**src/rtl/seq_adder_pkg.sv**
```systemverilog
// Shared types and helpers for the byte-serial adder.
// SEQ_ADDER_SUB_EN (optional) enables the subtract mode in seq_adder.
package seq_adder_pkg;

  localparam int BYTE_W = 8;

  typedef enum logic [1:0] {
    IDLE = 2'd0,
    ADD  = 2'd1,
    DONE = 2'd2
  } state_e;

  // Signed overflow of an addition x + y = s, given the three sign bits.
  // Subtraction reuses it with y already inverted.
  function automatic logic add_ovf(input logic x_sign, input logic y_sign,
                                   input logic s_sign);
    return (x_sign ~^ y_sign) & (s_sign ^ x_sign);
  endfunction

endpackage

```
**src/rtl/byte_add_cell.sv**
```systemverilog
// One byte slice of the carry chain: s/co = x + y + ci.
import seq_adder_pkg::*;

module byte_add_cell (
  input  logic [BYTE_W-1:0] x,
  input  logic [BYTE_W-1:0] y,
  input  logic              ci,
  output logic [BYTE_W-1:0] s,
  output logic              co
);

  // Nine-bit add; the top bit becomes the carry into the next byte.
  always_comb begin
    {co, s} = {1'b0, x} + {1'b0, y} + {{BYTE_W{1'b0}}, ci};
  end

endmodule

```
**src/rtl/seq_adder.sv**
```systemverilog
// Byte-serial multi-precision adder, LSB byte first, one byte per cycle.
// Handshake: a transfer happens on a rising edge where valid && ready are
// both high; valid never depends on ready in this block.
// Define SEQ_ADDER_SUB_EN to add the op_sub port (a - b - borrow-in mode).
import seq_adder_pkg::*;

module seq_adder #(
  parameter int NBYTES = 4
) (
  input  logic                 clk,
  input  logic                 rst,
  input  logic                 in_valid,
  output logic                 in_ready,
  input  logic [8*NBYTES-1:0]  a,
  input  logic [8*NBYTES-1:0]  b,
  input  logic                 cin,
`ifdef SEQ_ADDER_SUB_EN
  input  logic                 op_sub,
`endif
  output logic                 out_valid,
  input  logic                 out_ready,
  output logic [8*NBYTES-1:0]  sum,
  output logic                 cout,
  output logic                 overflow,
  output state_e               dbg_state_o
);

  localparam int W     = BYTE_W * NBYTES;
  localparam int IDX_W = (NBYTES > 1) ? $clog2(NBYTES) : 1;

  state_e             state_q;
  logic [W-1:0]       a_q;
  logic [W-1:0]       b_q;    // holds ~b when subtracting
  logic [W-1:0]       sum_q;
  logic [W-1:0]       sum_d;
  logic               carry_q;
  logic [IDX_W-1:0]   idx_q;
  logic               cout_q;
  logic               ovf_q;
  logic               sub_q;
  logic               last_byte;

  logic [BYTE_W-1:0]  cell_x;
  logic [BYTE_W-1:0]  cell_y;
  logic [BYTE_W-1:0]  cell_s;
  logic               cell_co;

`ifndef SEQ_ADDER_SUB_EN
  assign sub_q = 1'b0;
`endif

  // Pick the operand bytes for the current index and splice the result in.
  always_comb begin
    cell_x = '0;
    cell_y = '0;
    sum_d  = sum_q;
    for (int i = 0; i < NBYTES; i++) begin
      if (idx_q == IDX_W'(i)) begin
        cell_x = a_q[i*BYTE_W +: BYTE_W];
        cell_y = b_q[i*BYTE_W +: BYTE_W];
        sum_d[i*BYTE_W +: BYTE_W] = cell_s;
      end
    end
  end

  assign last_byte = (idx_q == IDX_W'(NBYTES - 1));

  byte_add_cell u_cell (
    .x  (cell_x),
    .y  (cell_y),
    .ci (carry_q),
    .s  (cell_s),
    .co (cell_co)
  );

  // Control FSM, operand capture and the registered carry chain.
  always_ff @(posedge clk or posedge rst) begin
    if (rst) begin
      state_q <= IDLE;
      a_q     <= '0;
      b_q     <= '0;
      sum_q   <= '0;
      carry_q <= 1'b0;
      idx_q   <= '0;
      cout_q  <= 1'b0;
      ovf_q   <= 1'b0;
`ifdef SEQ_ADDER_SUB_EN
      sub_q   <= 1'b0;
`endif
    end else begin
      case (state_q)
        IDLE: begin
          if (in_valid) begin
            a_q   <= a;
            idx_q <= '0;
`ifdef SEQ_ADDER_SUB_EN
            sub_q   <= op_sub;
            b_q     <= op_sub ? ~b : b;
            carry_q <= cin ^ op_sub;
`else
            b_q     <= b;
            carry_q <= cin;
`endif
            state_q <= ADD;
          end
        end
        ADD: begin
          sum_q   <= sum_d;
          carry_q <= cell_co;
          if (last_byte) begin
            idx_q   <= '0;
            cout_q  <= cell_co ^ sub_q;
            ovf_q   <= add_ovf(a_q[W-1], b_q[W-1], cell_s[BYTE_W-1]);
            state_q <= DONE;
          end else begin
            idx_q <= idx_q + 1'b1;
          end
        end
        DONE: begin
          if (out_ready) state_q <= IDLE;
        end
        default: state_q <= IDLE;
      endcase
    end
  end

  assign in_ready    = (state_q == IDLE);
  assign out_valid   = (state_q == DONE);
  assign sum         = sum_q;
  assign cout        = cout_q;
  assign overflow    = ovf_q;
  assign dbg_state_o = state_q;

endmodule

```
**config.mk**
```make
export PLATFORM = sky130hd
export DESIGN_NAME = seq_adder
export DESIGN_NICKNAME = d
export VERILOG_FILES = /design/src/rtl/seq_adder_pkg.sv /design/src/rtl/byte_add_cell.sv /design/src/rtl/seq_adder.sv
export SDC_FILE = /design/constraint.sdc
export NUM_CORES = 1
export LEC_CHECK = 0
export ABC_AREA = 1
export CAP_MARGIN = 20
export CORE_MARGIN = 2
export CORE_UTILIZATION = 57
export CTS_CLUSTER_DIAMETER = 200
export CTS_CLUSTER_SIZE = 14
export DETAILED_ROUTE_END_ITERATION = 12
export DONT_BUFFER_PORTS = 1
export GPL_ROUTABILITY_DRIVEN = 0
export MAX_ROUTING_LAYER = met4
export PLACE_DENSITY = 0.75
export SLEW_MARGIN = 30
export SYNTH_ARGS = -nofsm -noshare
export SYNTH_HDL_FRONTEND = slang
export SYNTH_SLANG_ARGS = --single-unit
export TNS_END_PERCENT = 1
```
**constraint.sdc**
```tcl
create_clock -name clk -period 3 [get_ports clk]
set_input_delay 0.3 -clock clk [delete_from_list [all_inputs] [get_ports clk]]
set_output_delay 0.3 -clock clk [all_outputs]
set_load 0.005 [all_outputs]
```
==> impl_metrics.toml <==
[yosys]
syn_area_um2 = 4857
synth_seq_cells = 103
synthAdderAreaFrac_pct = 3.658
synth_compound_area_share_pct = 12.13
postSynthAreaPerCell_um2 = 8.403
synth_cell_types = 30
yosysSeqAreaShare_pct = 53.07
synth_warnings = 0
synth_top_family_by_area = "simple AND/OR/NAND/NOR gates"
synthXorXnorAreaFrac_pct = 0.5410
synth-simple-area-share_pct = 23.42
syn_nets = 660
synth_cells = 578
synthMuxAreaShare_pct = 0

[global_routing]
grt_use_total_pct = 24.63
antenna_found_initial = 0
grt_max_degree = 53
grt_pass1_wl_um = 16840
grt.overflow.total = 0
first_global_vias = 3621

[setup_path]
r2r_slack_ps = 90
worstSetupPathType = "flop to flop"
worstSetupStartpointType = "flop"
rr_startpoint = "idx_q[0]$_DFFE_PP0P_"
rr_endpoint = "sum[30]$_DFFE_PP0P_"
reg2reg_depth = 18
crit_chain = "inv_2, ha_2, inv_2, nor2_8, inv_1, o21ai_1, o21ai_1, nand2_1, o21ai_2, fa_2, fa_2, inv_1, nand3_1, nand2_2, a21oi_2, or2_4, nand3_1, nand2_1"
max_stage_delay_ps = 440
path_buf_inv = 4
critPathSlowestCell = "dfrtp_1"
crit_fanout = 4
arrival_ps = 3160
required_ps = 3250
timing.critical_path.max_delay_family = "adder cells"
crit_path_end_kind = "flop"

[clocking]
worstSkewPairLatency_ps = 360
cts-root-buf = "clkbuf_8"
clock-sinks = 103
clkTransAtPathRegs_ps = 90
clockBufferDepth = 2
cts_made_buffers = 9
cts_tree = "built"
h-tree-depth = 3

[placed_design]
dp.cells = 672
place_area_um2 = 4937
io_buffers = 0
dp_hpwl_um = 7855

[timing]
fin_crit_ps = 2911
period_share_pct = 97.02
tightest_slew_ps = 557.2
setup_viol = 0
slew_viol_final = 0
fin_skew_ps = 15.11
max_freq_mhz = 343.6
rsz0062_at_grt = "yes"
slew_headroom_pct = 62.80
hold_violations = 0

[route]
wirelength_um = 10720
drtAntennaViolNets = 0
viasPerCell = 5.373
drc = 0
drtPass1Iterations = 4
vias = 3713
drt-wirelength-per-cell_um = 15.51
drt_iter0_markers = 171

[floorplanning]
start_util_pct = 58.82
ios = 107
rows = 33
die_w_um = 96.31
core-area_um2 = 8258
dieArea_um2 = 9276
die_y_um = 96.31

[min_path]
hp-class = "primary input to flop"
hold_end = "dbg_state_o[1]$_DFFE_PP0P_"
holdCritStartpoint = "out_ready"
hold_path_depth = 1

[outcome]
status = "completed"

[pwr]
powerDensity_nw_per_um2 = 1396
ir_drop_mv = 0.5741
p_switching_mw = 3.393
p_leak_nw = 2.673
combPwrFrac_pct = 53.8
p_seq_share_pct = 34.1
p_int_mw = 3.858
p_clk_share_pct = 12.0
switching_share_pct = 46.79

[finish]
mostFrequentLayoutCell = "nand2_1"
layout_common_cells = "nand2_1 (245), dfrtp_1 (103), inv_1 (37), o21ai_0 (32), o21ai_1 (30)"
area_growth_pct = 6.904
n_antenna_cell = 0
nets = 663
drive_gt1_share_pct = 10.41
fin_area_um2 = 5192
fin_cells = 691

[job]
max_cap_violations = 0
## registers in the layout, summed over array words and instances (netlist names)
register and cells:
idx_q 2, carry_q 1, a_q 32, overflow 1, b_q 32, dbg_state_o 2
sum 32, cout 1
## repair_timing
| action | 4_1_cts | 5_1_grt |
|---|---|---|
| hold endpoints to repair | 21 | 0 |
| cloned | 0 | 0 |
| buffers inserted | 0 | 2 |
| setup endpoints to repair | 5 | 23 |
| hold buffers | 1 | 0 |
| pin swaps | 0 | 4 |
| resized for setup | 2 | 15 |
## cell usage after synthesis
cell type | n | share of area, %
buf_2 | 9 | 0.93
nand4_1 | 1 | 0.13
clkbuf_1 | 4 | 0.31
inv_2 | 5 | 0.39
and2_1 | 1 | 0.13
nor2_2 | 2 | 0.26
o21ai_0 | 37 | 3.8
o31ai_1 | 2 | 0.31
o211ai_1 | 7 | 1.1
nand2_1 | 246 | 19
o21bai_1 | 1 | 0.15
xnor2_1 | 3 | 0.54
o21ai_1 | 26 | 2.7
nor2_8 | 1 | 0.41
inv_1 | 40 | 3.1
nand2_2 | 1 | 0.13
nand3_1 | 15 | 1.5
dfrtp_1 | 103 | 53
buf_6 | 6 | 1.4
a21oi_1 | 25 | 2.6
or2_1 | 2 | 0.26
o21ai_2 | 4 | 0.72
a22oi_1 | 4 | 0.62
fa_1 | 2 | 0.82
ha_1 | 11 | 2.8
nor2_1 | 8 | 0.62
buf_4 | 7 | 1.1
nand2_4 | 1 | 0.23
nor2_4 | 3 | 0.70
a22o_1 | 1 | 0.18
## kinds of logic after synthesis
| kind of cell | after synthesis |
|---|---|
| AOI/OAI and AO/OA | 107 |
| xor gates and xnor gates | 3 |
| adders and majority gates | 13 |
| buffers and inverters | 71 |
| DFF | 103 |
| and+or+nand+nor | 281 |
## routing by layer
metal  share of wire, %  global-route usage [%]
met2                 48                   39.99
met3                7.5                   5.247
met1                 43                   30.73
met4                1.5                   8.568
met5                  0                       -
## layout make-up
| cell class | instances | area (um^2) |
|---|---|---|
| fill | 722 | 3065 |
| sequential | 103 | 2577 |
| multi-input combinational | 404 | 1961 |
| inverter | 45 | 172.7 |
| timing repair buffer | 18 | 150.1 |
| clock buffer | 12 | 145.1 |
| tap | 105 | 131.4 |
| clock inverter | 4 | 55.05 |
## worst max-delay path by stage
stage | from | endpoint | slack (ps) | cells past startpoint
global route | idx_q[0]$_DFFE_PP0P_ | sum[4]$_DFFE_PP0P_ | -100 | 14
detailed placement | idx_q[1]$_DFFE_PP0P_ | sum[22]$_DFFE_PP0P_ | -40 | 17
global placement | idx_q[0]$_DFFE_PP0P_ | sum[14]$_DFFE_PP0P_ | 90 | 16
finish | idx_q[0]$_DFFE_PP0P_ | sum[30]$_DFFE_PP0P_ | 90 | 18
CTS | idx_q[0]$_DFFE_PP0P_ | sum[30]$_DFFE_PP0P_ | 10 | 18
floorplan | idx_q[0]$_DFFE_PP0P_ | sum[22]$_DFFE_PP0P_ | 100 | 17
## per-stage QoR
step | hold WS (ps) | setup slack (ps) | power (mW) | setup TNS (ps) | util (%)
floorplan | 398.2 | 97.70 | 5.266 | 0 | -
global placement | 229.1 | 86.08 | 6.044 | 0 | 59.79
detailed placement | 234.2 | -41.67 | 6.202 | -143.8 | 59.79
CTS | 10.20 | 10.55 | 7.104 | 0 | 62.39
global route | 23.58 | -98.43 | 7.946 | -629.5 | 62.88
finish | 24.82 | 89.37 | 7.251 | 0 | 62.88
## power by group through the flow
stage / Sequential (mW) / Combinational [mW] / Clock [mW]
after floorplan: 2.37 / 2.90 / 0
after global placement: 2.47 / 3.58 / 0
after detailed placement: 2.49 / 3.71 / 0
after CTS: 2.47 / 3.75 / 0.884
after global routing: 2.56 / 4.44 / 0.945
final: 2.47 / 3.90 / 0.873
Note: power is estimated with default switching activity, not from simulation.
